### src/rtl/sec_check_encoder_if.sv
// Streaming bus for the SEC check-bit encoder: a 32-bit data word enters,
// and a 40-bit codeword (data plus 8 check bits) leaves. The master side is
// the one that offers data and accepts codewords.
interface sec_check_encoder_if;
  logic        in_valid;
  logic        in_ready;
  logic [31:0] in_data;
  logic        out_valid;
  logic        out_ready;
  logic [39:0] out_cw;

  modport master (
    output in_valid,
    output in_data,
    output out_ready,
    input  in_ready,
    input  out_valid,
    input  out_cw
  );

  modport slave (
    input  in_valid,
    input  in_data,
    input  out_ready,
    output in_ready,
    output out_valid,
    output out_cw
  );
endinterface

### src/rtl/sec_check_encoder.sv
// Streaming single-error-correcting check-bit generator, the transmit-side
// partner of the c499 32-bit SEC corrector. Each accepted 32-bit word leaves
// two cycles later as a 40-bit codeword {C7..C0, D31..D0}. A one-shot
// injector can flip a single codeword bit of the next accepted word so the
// corrector's repair path can be exercised.
module sec_check_encoder #(
  parameter int CNT_W = 16
) (
  input  logic             clk,
  input  logic             rst,
  sec_check_encoder_if.slave bus,
  input  logic             inj_arm,
  input  logic [5:0]       inj_pos,
  output logic             inj_err,
  output logic             inj_pending,
  output logic [CNT_W-1:0] word_cnt
);

  // Data-bit membership of each check bit; bit i of entry k set means
  // D[i] is folded into C[k]. Each group has 12 members, so an all-ones
  // word produces an all-zero check byte.
  localparam logic [31:0] COL_C0 = 32'h00FF_1111;
  localparam logic [31:0] COL_C1 = 32'hFF00_2222;
  localparam logic [31:0] COL_C2 = 32'h0F0F_4444;
  localparam logic [31:0] COL_C3 = 32'hF0F0_8888;
  localparam logic [31:0] COL_C4 = 32'h1111_00FF;
  localparam logic [31:0] COL_C5 = 32'h2222_FF00;
  localparam logic [31:0] COL_C6 = 32'h4444_0F0F;
  localparam logic [31:0] COL_C7 = 32'h8888_F0F0;

  localparam logic [7:0][31:0] CHK_COLS = {
    COL_C7, COL_C6, COL_C5, COL_C4, COL_C3, COL_C2, COL_C1, COL_C0
  };

  // Highest legal codeword bit index for injection.
  localparam logic [5:0] CW_MSB = 6'd39;

  // Even parity over each check group.
  function automatic logic [7:0] calc_check(input logic [31:0] d);
    logic [7:0] c;
    c = '0;
    for (int k = 0; k < 8; k++) begin
      c[k] = ^(d & CHK_COLS[k]);
    end
    return c;
  endfunction

  // Stage 1 holds the raw word, its check byte and the flip mask.
  logic        s1_valid;
  logic [31:0] s1_data;
  logic [7:0]  s1_chk;
  logic [39:0] s1_mask;

  // Stage 2 is the output register itself.
  logic        s2_valid;
  logic [39:0] s2_cw;

  // Injector state.
  logic [5:0]  inj_pos_q;
  logic        inj_pending_q;
  logic        inj_err_q;

  logic [CNT_W-1:0] word_cnt_q;

  // Handshake and datapath helpers.
  logic        s2_adv;
  logic        s1_adv;
  logic        in_fire;
  logic [7:0]  in_chk;
  logic [39:0] in_mask;
  logic        arm_ok;
  logic        arm_bad;

  // Stall propagation runs back from the sink; in_valid never feeds in_ready.
  always_comb begin
    // NOTE: every combinational output is given a default before any
    // condition so that no path leaves it unassigned and infers a latch.
    s2_adv  = 1'b0;
    s1_adv  = 1'b0;
    in_fire = 1'b0;
    s2_adv  = !s2_valid || bus.out_ready;
    s1_adv  = !s1_valid || s2_adv;
    in_fire = bus.in_valid && s1_adv;
  end

  // Check byte and the flip mask for the word arriving this cycle.
  always_comb begin
    in_chk  = calc_check(bus.in_data);
    in_mask = '0;
    if (inj_pending_q) begin
      in_mask = 40'(1) << inj_pos_q;
    end
  end

  // Classify an arm request by whether it names a real codeword bit.
  always_comb begin
    arm_ok  = inj_arm && (inj_pos <= CW_MSB);
    arm_bad = inj_arm && (inj_pos >  CW_MSB);
  end

  // Stage 1 register: captures an accepted word, or empties when drained.
  always_ff @(posedge clk) begin
    // NOTE: registered state uses non-blocking assignments so every flop
    // in the design samples the values present before the clock edge.
    if (rst) begin
      s1_valid <= 1'b0;
      s1_data  <= '0;
      s1_chk   <= '0;
      s1_mask  <= '0;
    end else if (s1_adv) begin
      s1_valid <= bus.in_valid;
      if (in_fire) begin
        s1_data <= bus.in_data;
        s1_chk  <= in_chk;
        s1_mask <= in_mask;
      end
    end
  end

  // Stage 2 register: applies the flip mask and holds while stalled.
  always_ff @(posedge clk) begin
    if (rst) begin
      s2_valid <= 1'b0;
      s2_cw    <= '0;
    end else if (s2_adv) begin
      s2_valid <= s1_valid;
      if (s1_valid) begin
        s2_cw <= {s1_chk, s1_data} ^ s1_mask;
      end
    end
  end

  // Injector: a fresh arm wins over consumption, so an arm that coincides
  // with an input transfer targets the following word.
  always_ff @(posedge clk) begin
    if (rst) begin
      inj_pending_q <= 1'b0;
      inj_pos_q     <= '0;
      inj_err_q     <= 1'b0;
    end else begin
      inj_err_q <= arm_bad;
      if (arm_ok) begin
        inj_pending_q <= 1'b1;
        inj_pos_q     <= inj_pos;
      end else if (in_fire) begin
        inj_pending_q <= 1'b0;
      end
    end
  end

  // Accepted-word counter, wraps naturally at 2^CNT_W.
  always_ff @(posedge clk) begin
    if (rst) begin
      word_cnt_q <= '0;
    end else if (in_fire) begin
      word_cnt_q <= word_cnt_q + 1'b1;
    end
  end

  assign bus.in_ready  = s1_adv;
  assign bus.out_valid = s2_valid;
  assign bus.out_cw    = s2_cw;
  assign inj_pending   = inj_pending_q;
  assign inj_err       = inj_err_q;
  assign word_cnt      = word_cnt_q;

endmodule

### src/flat_wrapper.sv
// flat-port wrapper written by rule: the top's interface ports become plain ports
module sec_check_encoder_flat 
#(
  parameter int CNT_W = 16
)
  (clk, rst, inj_arm, inj_pos, inj_err, inj_pending, word_cnt, bus_in_valid, bus_in_data, bus_out_ready, bus_in_ready, bus_out_valid, bus_out_cw);
  sec_check_encoder_if bus_i ();
  input  logic clk;
  input  logic rst;
  input  logic inj_arm;
  input  logic [5:0] inj_pos;
  output logic inj_err;
  output logic inj_pending;
  output logic [CNT_W-1:0] word_cnt;
  input wire logic [$bits(bus_i.in_valid)-1:0] bus_in_valid;
  input wire logic [$bits(bus_i.in_data)-1:0] bus_in_data;
  input wire logic [$bits(bus_i.out_ready)-1:0] bus_out_ready;
  output wire logic [$bits(bus_i.in_ready)-1:0] bus_in_ready;
  output wire logic [$bits(bus_i.out_valid)-1:0] bus_out_valid;
  output wire logic [$bits(bus_i.out_cw)-1:0] bus_out_cw;
  assign bus_i.in_valid = bus_in_valid;
  assign bus_i.in_data = bus_in_data;
  assign bus_i.out_ready = bus_out_ready;
  assign bus_in_ready = bus_i.in_ready;
  assign bus_out_valid = bus_i.out_valid;
  assign bus_out_cw = bus_i.out_cw;
  sec_check_encoder #(.CNT_W(CNT_W)) u_core (.clk(clk), .rst(rst), .bus(bus_i), .inj_arm(inj_arm), .inj_pos(inj_pos), .inj_err(inj_err), .inj_pending(inj_pending), .word_cnt(word_cnt));
endmodule
### config.mk
export PLATFORM = sky130hd
export DESIGN_NAME = sec_check_encoder_flat
export DESIGN_NICKNAME = d
export VERILOG_FILES = /design/src/rtl/sec_check_encoder_if.sv /design/src/rtl/sec_check_encoder.sv /design/src/flat_wrapper.sv
export SDC_FILE = /design/constraint.sdc
export NUM_CORES = 1
export LEC_CHECK = 0
export CELL_PAD_IN_SITES_DETAIL_PLACEMENT = 1
export CELL_PAD_IN_SITES_GLOBAL_PLACEMENT = 1
export CORE_MARGIN = 1.5
export CORE_UTILIZATION = 40
export CTS_CLUSTER_DIAMETER = 60
export DETAILED_ROUTE_END_ITERATION = 12
export HOLD_SLACK_MARGIN = 0.06
export PLACE_DENSITY_LB_ADDON = 0.1
export SLEW_MARGIN = 20
export SYNTH_ARGS = -nofsm -noshare
export SYNTH_HDL_FRONTEND = slang
export SYNTH_SLANG_ARGS = --single-unit
### constraint.sdc
create_clock -name clk -period 2.4 [get_ports clk]
set_input_delay 0.24 -clock clk [delete_from_list [all_inputs] [get_ports clk]]
set_output_delay 0.24 -clock clk [all_outputs]
set_load 0.01 [all_outputs]
## Word level (Yosys, flattened, before mapping)

Index checks and enable logic that the tools add are counted.

- Flip-flop bits (word level): 146
- Output and inout port bits: 60
- Word-level logic and storage cells: 36

- $add $sub $neg: 1
- Order comparisons: 2
- Shifts and indexed selects: 1
- Multiplexer cells: 3
- Bitwise gates (word level): 1
- Reduce and logical (&&, ||, !) cells: 18

Operator list:

| kind | number |
|---|---|
| $reduce_xor A32 Y1 | 8 |
| $mux W40 | 1 |
| $shl A1 B6 Y40 const A | 1 |
| $xor A40 B40 Y40 | 1 |
| $add A16 B1 Y16 const B | 1 |
| $gt A6 B6 Y1 const B | 1 |
| $le A6 B6 Y1 const B | 1 |
| $reduce_and A2 Y1 | 2 |
| $logic_and A1 B1 Y1 | 3 |
| $logic_not A1 Y1 | 2 |
| $logic_or A1 B1 Y1 | 2 |
| $mux W1 | 2 |
| $reduce_bool A2 Y1 | 1 |

## Logic depth before layout (Yosys ltp)

Gate-level depths: netlist of the first run.

- Depth after elaboration: 6
- Depth in mapped cells: 7
- Gate-level depth less buffers: 5

## Worst setup path after synthesis of the first run

Ideal clock, no wire load.

- Kind: reg-to-reg
- Start: register u_core.word_cnt_q[6] (netlist: u_core.word_cnt[6])
- End: register u_core.word_cnt_q[13] (netlist: u_core.word_cnt[13])
- Library setup time: 0.070 ns
- Data arrival time: 1.661 ns
- Data required time: 2.330 ns
- Path slack: 0.669 ns
- Cell stages (with the launch flop): 6
- Cell sequence: dfxtp_1 -> nand4_1 -> or3_1 -> buf_2 -> or4_1 -> a21oi_1

- Cells in the longest elaborated chain, start to end: 1

RTL lines:

| what | line | RTL |
|---|---|---|
| start: declaration | sec_check_encoder.sv:63 | `logic [CNT_W-1:0] word_cnt_q;` |
| start signal: assignment | sec_check_encoder.sv:156 | `word_cnt_q <= word_cnt_q + 1'b1;` |
| $add A16 B1 Y16 | sec_check_encoder.sv:156 |  |

Every way passes these cells.
A chain may end at the register's enable or synchronous reset.

## Worst setup path after layout of the first run

- Start: register u_core.s2_valid (netlist: u_core.bus.out_valid)
- End: output bus_in_ready

- Cells in the longest elaborated chain, start to end: 3

RTL lines:

| what | line | RTL |
|---|---|---|
| start: declaration | sec_check_encoder.sv:55 | `logic s2_valid;` |
| start signal: assignment | sec_check_encoder.sv:126 | `s2_valid <= s1_valid;` |
| $logic_not A1 Y1 | sec_check_encoder.sv:81 | `s2_adv = !s2_valid \|\| bus.out_ready;` |
| $logic_or A1 B1 Y1 | sec_check_encoder.sv:81 |  |
| $logic_or A1 B1 Y1 | sec_check_encoder.sv:82 | `s1_adv = !s1_valid \|\| s2_adv;` |
| end: declaration | flat_wrapper.sv:18 | `output wire logic [$bits(bus_i.in_ready)-1:0] bus_in_ready;` |

Every way passes these cells.

==> run summary, run 1 <==
The count of routing violations after the opening detailed-route iteration came out at 268. The transition time of the tightest slew-check pin came out at 0.742 ns. The worst reg2reg path depth came out at 4. The cell sitting at the root of the clock tree is a clkbuf_16. The insertion delay of the later-clocked pin in the worst-skew pair came out at 0.42 ns. The tree built by TritonCTS fans out to 146 sinks. The total half-perimeter wirelength after legalization and detailed placement is 12200 µm. The final routed wirelength across all metal layers came out at 17300 µm.

The endpoint of the most critical register-to-register path is u_core.word_cnt[13]$_SDFFE_PP0P_. The arrival time at the worst endpoint is 1.79 ns. The number of global-route vias before repair came out at 5314. The count of max-cap constraint violations came out at 0. The count of antenna diodes in the layout is 0. Clock-pin slew was measured on the worst setup and hold paths at 0.06 ns. The die footprint came out at 16200 µm². The signed area change from the synthesized netlist to the final layout came out at 29.9%. The number of pins with negative max-slew slack in the final report is 0.

Entering global routing, the biggest net connects 81 pins. After technology mapping, the gate count stands at 681. The worst setup path is captured at an output pin. The biggest fanout along the worst timing path is 6. The clock arrives with 0.00443 ns of skew. Global routing consumed, over all layers together, 22.3% of the routing resources. In the final routed layout, each cell accounts on average for 17.8 µm. The number of cells on the critical path is 3. The final setup slack of the worst path came out at 0.373 ns. The post-route netlist has 6.88% of its cells at a drive strength greater than 1. The cell family contributing the most delay on the critical path is buffers and inverters. For this design, the slowest cell found on the critical path is clkdlybuf4s50_1.

The quantity of gates resized following cts is 0. The end point of the critical path is bus_in_ready. Tracing the worst setup path back leads to its startpoint at u_core.bus.out_valid$_SDFFE_PP0P_. The startpoint of the worst register-to-register path is u_core.word_cnt[6]$_SDFFE_PP0P_. The congestion estimate from routability-driven global placement came to 0.842. The number of storage elements in the synthesis netlist is 146. The number of nets at the end of the flow is 818.

The minimum hold slack came out at 0.250 ns. The minimum clock period after layout came out at 2.03 ns. The initial antenna violation count is 0. The required time reported for the critical path endpoint came out at 2.16 ns. The floorplan die height came out at 127 µm. For this design the static power due to leakage is 2.80 nW. The top-level I/O count came out at 103. The finished layout holds 973 standard cells, fillers aside. The final hold violation count came out at 0. The final-layout fill cell count is 1714. The number of library cell types mapped by synthesis is 36.

The final setup violation count is 0. The total clock buffers created by CTS is 17. The number of buffers inserted by hold repair at cts is 0. The share of flip-flops with an asynchronous set or reset after synthesis is 0%.

The worst setup slack for register-to-register paths came out at 0.53 ns. The first global-routing pass estimated 28000 µm of wire. After floorplanning, the core was divided into 45 placement rows. The final cycle utilization of the critical path came out at 84.5%. The number of synthesis warnings came out at 0. The worst slack at placement came out at 0.339 ns.

Summing every instance area after synthesis gives 6170 µm². The H-tree was split into 4 levels. The number of nets in the synthesized netlist is 725. Buffers placed on the I/O ports in this run total 102. In the final timing run, aggregate negative setup slack is 0 ns. TritonCTS built the clock tree. The kind of critical path is register to output pin. The relative max-transition margin is 50.4%. The number of placed cells counting well taps is 943. The number of buffer and inverter instances along the worst setup path came out at 2. The area of the core is 15100 µm². The number of nets still failing antenna checks after routing is 0. The min-delay analysis places its worst path in the category primary input to register. Summed over all layers, the global routing overflow is 0. The number of buffers inserted by post-CTS setup repair is 0. Across all layers, the routed design uses 5150 vias. Across the VDD grid, the largest voltage drop is 494 µV. The DRC violations left is 0.

The maximum root-to-sink buffer count came out at 2. In this run the horizontal extent of the chip is 127 µm. The sequential cell area fraction in the yosys report came out at 47.4%. For this run, the slowest stage of the critical path takes 0.51 ns. Setup repair after global routing left no endpoint under its margin.

The pre-antenna-repair detailed-routing pass consisted of 4 iterations. The critical path goes through and3b_1, inv_2, clkdlybuf4s50_1. The power per standard cell area came out at 764 nW/µm².

The initial utilization of the core area, before any placement, comes to 40.7%. Among all flip-flop cells after synthesis, the most frequent one is dfxtp_1. The worst setup path is launched from a register.

The number of synthesized flops with an enable pin is 0. The highest achievable clock rate is 493 MHz. The mean instance size in the synthesized netlist is 9.06 µm². The number of vias per cell after detailed routing is 5.29.

The flow ran to the end, and the final reports show no timing, DRC or antenna violations.
## where the power goes
part	internal [mW]	total, mW	switching (mW)
Combinational	0.494	0.935	0.441
Clock	1.59	2.57	0.973
Sequential	2.54	2.62	0.0832
Total	4.63	6.13	1.50
## state kept, by name (all words and copies together) (netlist names)
signal,cells
u_core.inj_pending,1
u_core.bus.out_cw,40
u_core.inj_err,1
u_core.inj_pos_q,6
u_core.word_cnt,16
u_core.s1_chk,8
u_core.bus.out_valid,1
u_core.s1_valid,1
u_core.s1_data,32
u_core.s1_mask,40
## cell families (layout without fill, tap and decap cells)
family	after synthesis	after routing	synth area share, %
xor gates and xnor gates	106	106	16.8
DFF	146	146	47.4
AOI/OAI and AO/OA	144	144	16.1
adders and majority gates	1	1	0.203
buffers and inverters	53	157	3.35
and+or+nand+nor	231	231	16.2
## synth_stat cells (all sizes together) (7+ instances only)
cell / n / share of area (%)
dfxtp: 146 / 47
a32oi: 24 / 3.4
a211oi: 45 / 5.5
clkbuf: 38 / 2.3
nand2: 85 / 5.2
a21oi: 47 / 3.8
nand2b: 7 / 0.71
xnor3: 8 / 2.9
a22oi: 16 / 1.9
buf: 9 / 0.67
nand3: 8 / 0.73
nor2: 101 / 6.1
xnor2: 92 / 13
## through the flow
stage	instance area [µm²]	utilization [%]	power [mW]
floorplan	6170	-	3.22
global placement	7450	49.2	3.59
detailed placement	7450	49.2	3.61
CTS	8020	52.9	6.18
global route	8020	52.9	6.38
finish	8020	52.9	6.13
## how the worst min path moves through the flow
stage | endpoint | slack [ns] | start | cells past startpoint
4_1_cts | u_core.word_cnt[4]$_SDFFE_PP0P_ | 0.25 | rst | 2
5_1_grt | u_core.word_cnt[5]$_SDFFE_PP0P_ | 0.26 | rst | 2
3_5_place_dp | u_core.s1_data[4]$_SDFFE_PP0P_ | 0.46 | u_core.s1_data[4]$_SDFFE_PP0P_ | 2
3_3_place_gp | u_core.s1_data[3]$_SDFFE_PP0P_ | 0.46 | u_core.s1_data[3]$_SDFFE_PP0P_ | 2
6_report | u_core.word_cnt[4]$_SDFFE_PP0P_ | 0.25 | rst | 2
2_1_floorplan | u_core.s1_data[0]$_SDFFE_PP0P_ | 0.38 | bus_in_data[0] | 2
## area by class of cell
| type | instances | area, µm² | area share [%] |
|---|---|---|---|
| Inverter | 6 | 22.5 | 0.281 |
| Timing Repair Buffer | 121 | 1210 | 15.1 |
| Clock buffer | 24 | 482 | 6.01 |
| Multi-Input combinational cell | 482 | 3060 | 38.2 |
| Tap cell | 188 | 235 | 2.93 |
| Clock inverter | 6 | 80.1 | 0.999 |
| Sequential cell | 146 | 2920 | 36.5 |
## placed cells by master (no fill, tap or decap), types with 8 or more instances in the layout
cell type | synthesis | routed
a211oi_1 | 45 | 45
nand2_1 | 85 | 84
a32oi_1 | 24 | 24
nor2_1 | 101 | 100
dfxtp_1 | 146 | 146
clkdlybuf4s50_1 | 0 | 101
clkbuf_16 | 0 | 17
xnor3_1 | 8 | 8
a21oi_1 | 47 | 47
buf_4 | 0 | 16
xnor2_1 | 92 | 92
a22oi_1 | 16 | 16
## per-layer routing
layer	up-vias	GRT usage (%)	part of all wire [%]
li1	2529	-	-
met1	2486	28.8	47
met2	109	37.3	48
met3	26	4.36	3.2
met4	0	8.16	2.0
met5	-	0	0
Note: power is estimated with default switching activity, not from simulation.
==> inputs of run 2 (changes only) <==
- clock period: 2.4 -> 1.9 ns (I/O delays scaled with it)
==> run summary, run 2 (synthesis results as in run 1) <==
Result of the run: finished clean (unchanged). The final RePlAce weighted congestion is 0.817 (was 0.842). The multi-input logic area is 3070 µm² (was 3060 µm²). The peak supply drop came out at 668 µV (was 494 µV). The number of cells traversed by the worst hold path came out at 2 (unchanged).

The DRC violations left is 0 (unchanged). The number of nets still failing antenna checks after routing came to 0 (unchanged). The initial antenna violation count came to 0 (unchanged). The startpoint of the worst register-to-register path is u_core.word_cnt[9]$_SDFFE_PP0P_ (was u_core.word_cnt[6]$_SDFFE_PP0P_). The fraction of power consumed by sequential logic was 41.1% (was 42.8%). The setup TNS was 0 ns (unchanged).

Commonest non-fill, non-tap cells in the layout: 146 x dfxtp_1, 100 x nor2_1, 100 x clkdlybuf4s50_1 (was 146 x dfxtp_1, 101 x clkdlybuf4s50_1, 100 x nor2_1). The library cell contributing the largest single delay on the critical path is or4_1 (was clkdlybuf4s50_1). The number of iterations in the first detailed-routing pass is 4 (unchanged). The layer with the highest usage after global routing is met2 (unchanged). The maximum level of the CTS H-tree was 4 (unchanged). The total clock buffers created by CTS came out at 17 (unchanged). The top-level I/O count is 103 (unchanged). The core occupancy in the finished layout is 56.2% (was 52.9%). The area of the core is 15100 µm² (unchanged).

The leftover overflow at the end of global routing is 0 (unchanged). The ratio of cells with drive above 1 in the final layout is 13.4% (was 6.88%). The maximum number of pins on one net before global-route repair is 61 (was 81). The CTS tree is done (unchanged). The CTS clock-pin slew for the worst setup and hold paths was 0.06 ns (about the same). The number of I/O port buffers was 102 (unchanged).

The number of nets at the end of the flow came out at 870 (was 818). The number of clock sinks seen by CTS is 146 (unchanged). The global routing met3 resource utilization is 5.32% (was 4.36%). The via total after detailed routing is 5388 (was 5150).

The signed area change from the synthesized netlist to the final layout came out at 38.0% (was 29.9%). The minimum hold slack came out at 0.268 ns (was 0.250 ns). The transition time of the tightest slew-check pin is 0.654 ns (was 0.742 ns).

Derived from the worst setup path, the maximum achievable clock frequency is 575 MHz. The placed instance area came out at 7900 µm² (was 7450 µm²). The worst slack at placement came out at -0.151 ns (was 0.339 ns). The final setup violation count came out at 0 (unchanged). The standby leakage power is 3.09 nW (was 2.80 nW).

The floorplan die height is 127 µm (unchanged). The category of the worst setup path launch point was a register (unchanged). The power dissipated by switching net loads is 1.99 mW (was 1.50 mW). The final setup slack of the worst path was 0.161 ns (was 0.373 ns). The global-route usage over all layers is 24.0% (was 22.3%).

The fraction of power spent switching nets is 24.5% (was 24.4%). The horizontal die dimension came out at 127 µm (unchanged). The row count came out at 45 (unchanged). The element type at the critical path end is a register (was output pin).

The final cycle utilization of the critical path came out at 91.5%. The number of vias per cell after detailed routing was 5.25 (was 5.29). The number of pins with negative max-slew slack in the final report is 0 (unchanged). The commonest non-fill, non-tap cell in the layout is dfxtp_1 (unchanged). The global routing usage on met2 came out at 42.3% (was 37.3%). The count of antenna diodes in the layout is 0 (unchanged). The end point of the critical path is u_core.word_cnt[13]$_SDFFE_PP0P_ (was bus_in_ready). The finished layout cell area came out at 8510 µm² (was 8020 µm²).

The detail-routed net length per standard cell came to 18.2 µm (was 17.8 µm). The final hold violation count came out at 0 (unchanged). The maximum root-to-sink buffer count was 2 (unchanged).

The wire length of the first global-routing pass came out at 29600 µm (was 28000 µm). The effective utilization at floorplan came out at 40.7% (unchanged). The worst setup slack for register-to-register paths is 0.16 ns (was 0.53 ns). The path type of the worst min-delay path was primary input to register (unchanged). The delay of the slowest cell on the worst path came out at 0.52 ns (was 0.51 ns). The number of global-route vias before repair came to 5576 (was 5314).

The register area came out at 2920 µm² (unchanged). The arrival time at the worst endpoint is 2.09 ns (was 1.79 ns). Ordered list of cells on the worst path: nand4_1, or3_4, or4_1, a21oi_1 (was and3b_1, inv_2, clkdlybuf4s50_1).

The biggest fanout along the worst timing path was 10 (was 6). Setup repair after global routing missed its margin: false (unchanged). The clock skew after layout is 0.00773 ns (was 0.00443 ns). The clock tree root buffer cell is clkbuf_16 (unchanged). The worst path needs 1.74 ns of the cycle, external delays included. The relative max-transition margin is 56.3% (was 50.4%). The worst reg2reg path depth is 4 (unchanged).

The count of routing violations after the opening detailed-route iteration is 241 (was 268). The internal power summed over all cells is 6.11 mW (was 4.63 mW). The endpoint of the most critical register-to-register path is u_core.word_cnt[13]$_SDFFE_PP0P_ (unchanged). The number of buffers inserted by post-CTS setup repair was 0 (unchanged). The final routed wirelength across all metal layers came to 18700 µm (was 17300 µm). The insertion delay of the later-clocked pin in the worst-skew pair is 0.42 ns (about the same).

The count of max-cap constraint violations is 0 (unchanged). The global routing usage on met1 came to 28.5% (was 28.8%). The share of power burned in combinational logic is 16.0% (was 15.3%). The required time reported for the critical path endpoint was 2.25 ns (was 2.16 ns). The kind of critical path is register to register (was register to output pin).

The die footprint was 16200 µm² (unchanged). The final-layout fill cell count came out at 1685 (was 1714). The total half-perimeter wirelength after legalization and detailed placement came out at 13500 µm (was 12200 µm).

The number of buffers inserted by hold repair at cts was 0 (unchanged). The part of the power in the clock network came out at 43.0% (was 41.9%). The timing startpoint of the critical path is u_core.word_cnt[9]$_SDFFE_PP0P_ (was u_core.bus.out_valid$_SDFFE_PP0P_). The power per standard cell area was 950 nW/µm² (was 764 nW/µm²).
## run 2: changes by cell type in the layout (fill, tap and decap cells not counted), moves of 2 or more
cell and delta:
clkinvlp_4 +2, buf_12 +4, buf_4 +48, clkbuf_1 -3
## run 2: layer usage
layer,part of all wire [%],wire length (µm)
met5,0,0
met4,2.4,449
met3,4.0,741
met2,50,9400
met1,43,8100
## run 2: power groups by stage
stage / Sequential (mW) / Combinational (mW) / Clock (mW)
3_5_place_dp: 3.39 / 1.29 / 0
5_1_grt: 3.34 / 1.39 / 3.65
6_report: 3.32 / 1.29 / 3.48
2_1_floorplan: 3.38 / 0.684 / 0
3_3_place_gp: 3.38 / 1.27 / 0
4_1_cts: 3.33 / 1.30 / 3.51
## run 2: worst min-delay path by stage
stage	startpoint	to	slack, ns
finish	rst	u_core.s1_mask[37]$_SDFFE_PP0P_	0.27
global route	rst	u_core.s1_mask[37]$_SDFFE_PP0P_	0.29
CTS	rst	u_core.s1_mask[38]$_SDFFE_PP0P_	0.26
detailed placement	u_core.s1_data[31]$_SDFFE_PP0P_	u_core.s1_data[31]$_SDFFE_PP0P_	0.46
global placement	u_core.s1_data[20]$_SDFFE_PP0P_	u_core.s1_data[20]$_SDFFE_PP0P_	0.45
floorplan	bus_in_data[0]	u_core.s1_data[0]$_SDFFE_PP0P_	0.33
## run 2: worst max-delay path: cells and delay by family (launching register included)
family / cells / cell delay [ns]
AOI/OAI and AO/OA: 1 / 0.16
DFF: 1 / 0.36
and+or+nand+nor: 3 / 1.14
## run 2: cell type report
class | instances | share of cell area [%]
timing repair buffer | 173 | 19.4
inverter | 6 | 0.265
sequential | 146 | 34.3
clock inverter | 9 | 1.51
clock buffer | 22 | 5.69
tap | 188 | 2.76
multi-input combinational | 482 | 36.1
## run 2: per-stage QoR
step                power (mW)  std cells
global route              8.38       1026
finish                    8.09       1026
floorplan                 4.07        681
CTS                       8.14       1026
detailed placement        4.68        995
global placement          4.65        995
## run 2: what timing repair did
| item | in CTS | in global routing |
|---|---|---|
| hold endpoints to repair | 0 | 0 |
| resized for setup | 2 | 1 |
| endpoints found under the setup margin | 1 | 3 |
==> inputs of run 3 (changes only) <==
- CORE_ASPECT_RATIO: not set -> 0.9
- SKIP_CTS_REPAIR_TIMING: not set -> 1
==> run summary, run 3 (synthesis results as in run 1) <==
Result of the run: finished clean (unchanged). The biggest fanout along the worst timing path is 10 (unchanged). The count of antenna diodes in the layout came out at 0 (unchanged). The row count was 42 (was 45). The clock tree root buffer cell is clkbuf_16 (unchanged). The maximum level of the CTS H-tree is 4 (unchanged). The final setup violation count is 0 (unchanged). The cell family with the largest share of critical-path delay is simple AND/OR/NAND/NOR gates (unchanged). The wire length of the first global-routing pass came out at 29400 µm (was 29600 µm). The clock skew after layout came to 0.00630 ns (was 0.00773 ns).

The top-level I/O count is 103 (unchanged). The count of max-cap constraint violations is 0 (unchanged). The transition time of the tightest slew-check pin is 0.698 ns (was 0.654 ns). The arrival time at the worst endpoint is 2.09 ns (about the same). The total half-perimeter wirelength after legalization and detailed placement is 13100 µm (was 13500 µm). The maximum number of pins on one net before global-route repair is 50 (was 61).

The number of buffer and inverter instances along the worst setup path was 0 (unchanged). The number of nets still failing antenna checks after routing came out at 0 (unchanged). The minimum clock period after layout came to 1.73 ns (was 1.74 ns). The area of the core came to 14900 µm² (was 15100 µm²). The kind of critical path is register to register (unchanged).

The layer with the highest usage after global routing is met2 (unchanged). The number of clock sinks seen by CTS came to 146 (unchanged). The die footprint is 16200 µm² (about the same).

The number of iterations in the first detailed-routing pass came out at 4 (unchanged). The number of nets at the end of the flow is 857 (was 870). The initial antenna violation count is 0 (unchanged).

The endpoint of the most critical register-to-register path is u_core.word_cnt[13]$_SDFFE_PP0P_ (unchanged). The global routing usage on met2 is 41.3% (was 42.3%). The delay of the slowest cell on the worst path is 0.52 ns (about the same). The via total after detailed routing came out at 5328 (was 5388). The standby leakage power came out at 3.03 nW (was 3.09 nW).

The endpoint with the worst hold slack is u_core.s1_mask[18]$_SDFFE_PP0P_ (was u_core.s1_mask[37]$_SDFFE_PP0P_). The category of the worst setup path launch point is a register (unchanged). The commonest non-fill, non-tap cell in the layout is dfxtp_1 (unchanged). The final routed wirelength across all metal layers is 18400 µm (was 18700 µm).

The worst setup slack for register-to-register paths is 0.17 ns (was 0.16 ns). The ratio of cells with drive above 1 in the final layout came out at 12.0% (was 13.4%). Ordered list of cells on the worst path: nand4_1, or3_4, or4_1, a21oi_1 (unchanged). The number of cells traversed by the worst hold path came out at 2 (unchanged). The global routing usage on met1 is 29.8% (was 28.5%). The number of vias per cell after detailed routing came out at 5.20 (was 5.25). The floorplan die height is 121 µm (was 127 µm).

The required time reported for the critical path endpoint came out at 2.26 ns (was 2.25 ns). The element type at the critical path end is a register (unchanged). The total clock buffers created by CTS came out at 17 (unchanged). The number of global-route vias before repair came out at 5599 (was 5576).

The maximum root-to-sink buffer count came to 2 (unchanged). The final RePlAce weighted congestion came out at 0.805 (was 0.817). The relative max-transition margin is 53.3% (was 56.3%).

The number of I/O port buffers is 102 (unchanged). The timing startpoint of the critical path is u_core.word_cnt[9]$_SDFFE_PP0P_ (unchanged). The finished layout cell area came to 8460 µm² (was 8510 µm²). The worst reg2reg path depth came out at 4 (unchanged). The signed area change from the synthesized netlist to the final layout is 37.0% (was 38.0%). The effective utilization at floorplan came out at 41.5% (was 40.7%). The peak supply drop is 683 µV (was 668 µV). The number of pins with negative max-slew slack in the final report is 0 (unchanged). The CTS clock-pin slew for the worst setup and hold paths came out at 0.06 ns (about the same). The power per standard cell area is 962 nW/µm² (was 950 nW/µm²).

The path type of the worst min-delay path was primary input to register (unchanged). Commonest non-fill, non-tap cells in the layout: 146 x dfxtp_1, 100 x nor2_1, 100 x clkdlybuf4s50_1 (unchanged). The setup TNS was 0 ns (unchanged).

The insertion delay of the later-clocked pin in the worst-skew pair came to 0.43 ns (was 0.42 ns). The placed instance area is 7820 µm² (was 7900 µm²). The CTS tree was done (unchanged). The highest achievable clock rate is 578 MHz (was 575 MHz). The global-route usage over all layers is 23.9% (was 24.0%). Setup repair after global routing missed its margin: false (unchanged). The detail-routed net length per standard cell came to 17.9 µm (was 18.2 µm).

The startpoint of the lowest-slack hold path is rst (unchanged). The global routing met3 resource utilization came out at 4.70% (was 5.32%). The final hold violation count was 0 (unchanged). The startpoint of the worst register-to-register path is u_core.word_cnt[9]$_SDFFE_PP0P_ (unchanged). The count of routing violations after the opening detailed-route iteration came to 180 (was 241).

The leftover overflow at the end of global routing came out at 0 (unchanged). The final cycle utilization of the critical path is 91.1% (was 91.5%). The library cell contributing the largest single delay on the critical path is or4_1 (unchanged).

The horizontal die dimension is 134 µm (was 127 µm). The DRC violations left came out at 0 (unchanged).
-- run 3: cell count changes in the layout (fill, tap and decap cells not counted) --
cell            previous run  this run
and3b_1                    0         1
and3b_2                    1         0
buf_12                     8         9
buf_4                     64        50
bufinv_16                  3         4
clkbuf_8                   4         1
clkinvlp_4                 2         4
dlygate4sd2_1              1         0
dlymetal6s2s_1             0         1
inv_6                      0         1
-- run 3: metrics by stage --
step	hold slack, ns	power, mW	cells	utilization [%]	setup slack, ns
floorplan	0.326	4.07	681	-	0.169
global placement	0.454	4.60	992	52.6	-0.0845
detailed placement	0.463	4.65	992	52.6	-0.126
CTS	0.172	8.20	1024	56.8	0.0240
global route	0.209	8.45	1024	56.9	0.0542
finish	0.194	8.14	1024	56.9	0.169
-- run 3: how the worst max path moves through the flow --
stage | depth (start not counted) | endpoint
3_5_place_dp | 5 | u_core.s1_chk[5]$_SDFFE_PP0P_
6_report | 4 | u_core.word_cnt[13]$_SDFFE_PP0P_
3_3_place_gp | 7 | u_core.s1_chk[2]$_SDFFE_PP0P_
5_1_grt | 4 | u_core.word_cnt[13]$_SDFFE_PP0P_
4_1_cts | 3 | bus_in_ready
2_1_floorplan | 5 | u_core.word_cnt[13]$_SDFFE_PP0P_
-- run 3: area by class of cell --
type | count | area (µm²)
clock buffers | 19 | 443
clock inverters | 13 | 183
fillers | 1673 | 6420
inverters | 6 | 22.5
multi-input cells | 482 | 3070
flip-flops and latches | 146 | 2920
well taps | 198 | 248
repair buffers | 160 | 1570
-- run 3: where the power goes --
group          total, mW  leakage [nW]  switching (mW)  internal (mW)
clock               3.55         0.295            1.33           2.23
sequential          3.31          1.19           0.105           3.21
combinational       1.27          1.54           0.577          0.692
-- run 3: layer usage --
metal  wire, µm  part of all wire [%]
met5          0                     0
met4        286                   1.6
met3        501                   2.7
met2       9130                    50
met1       8450                    46
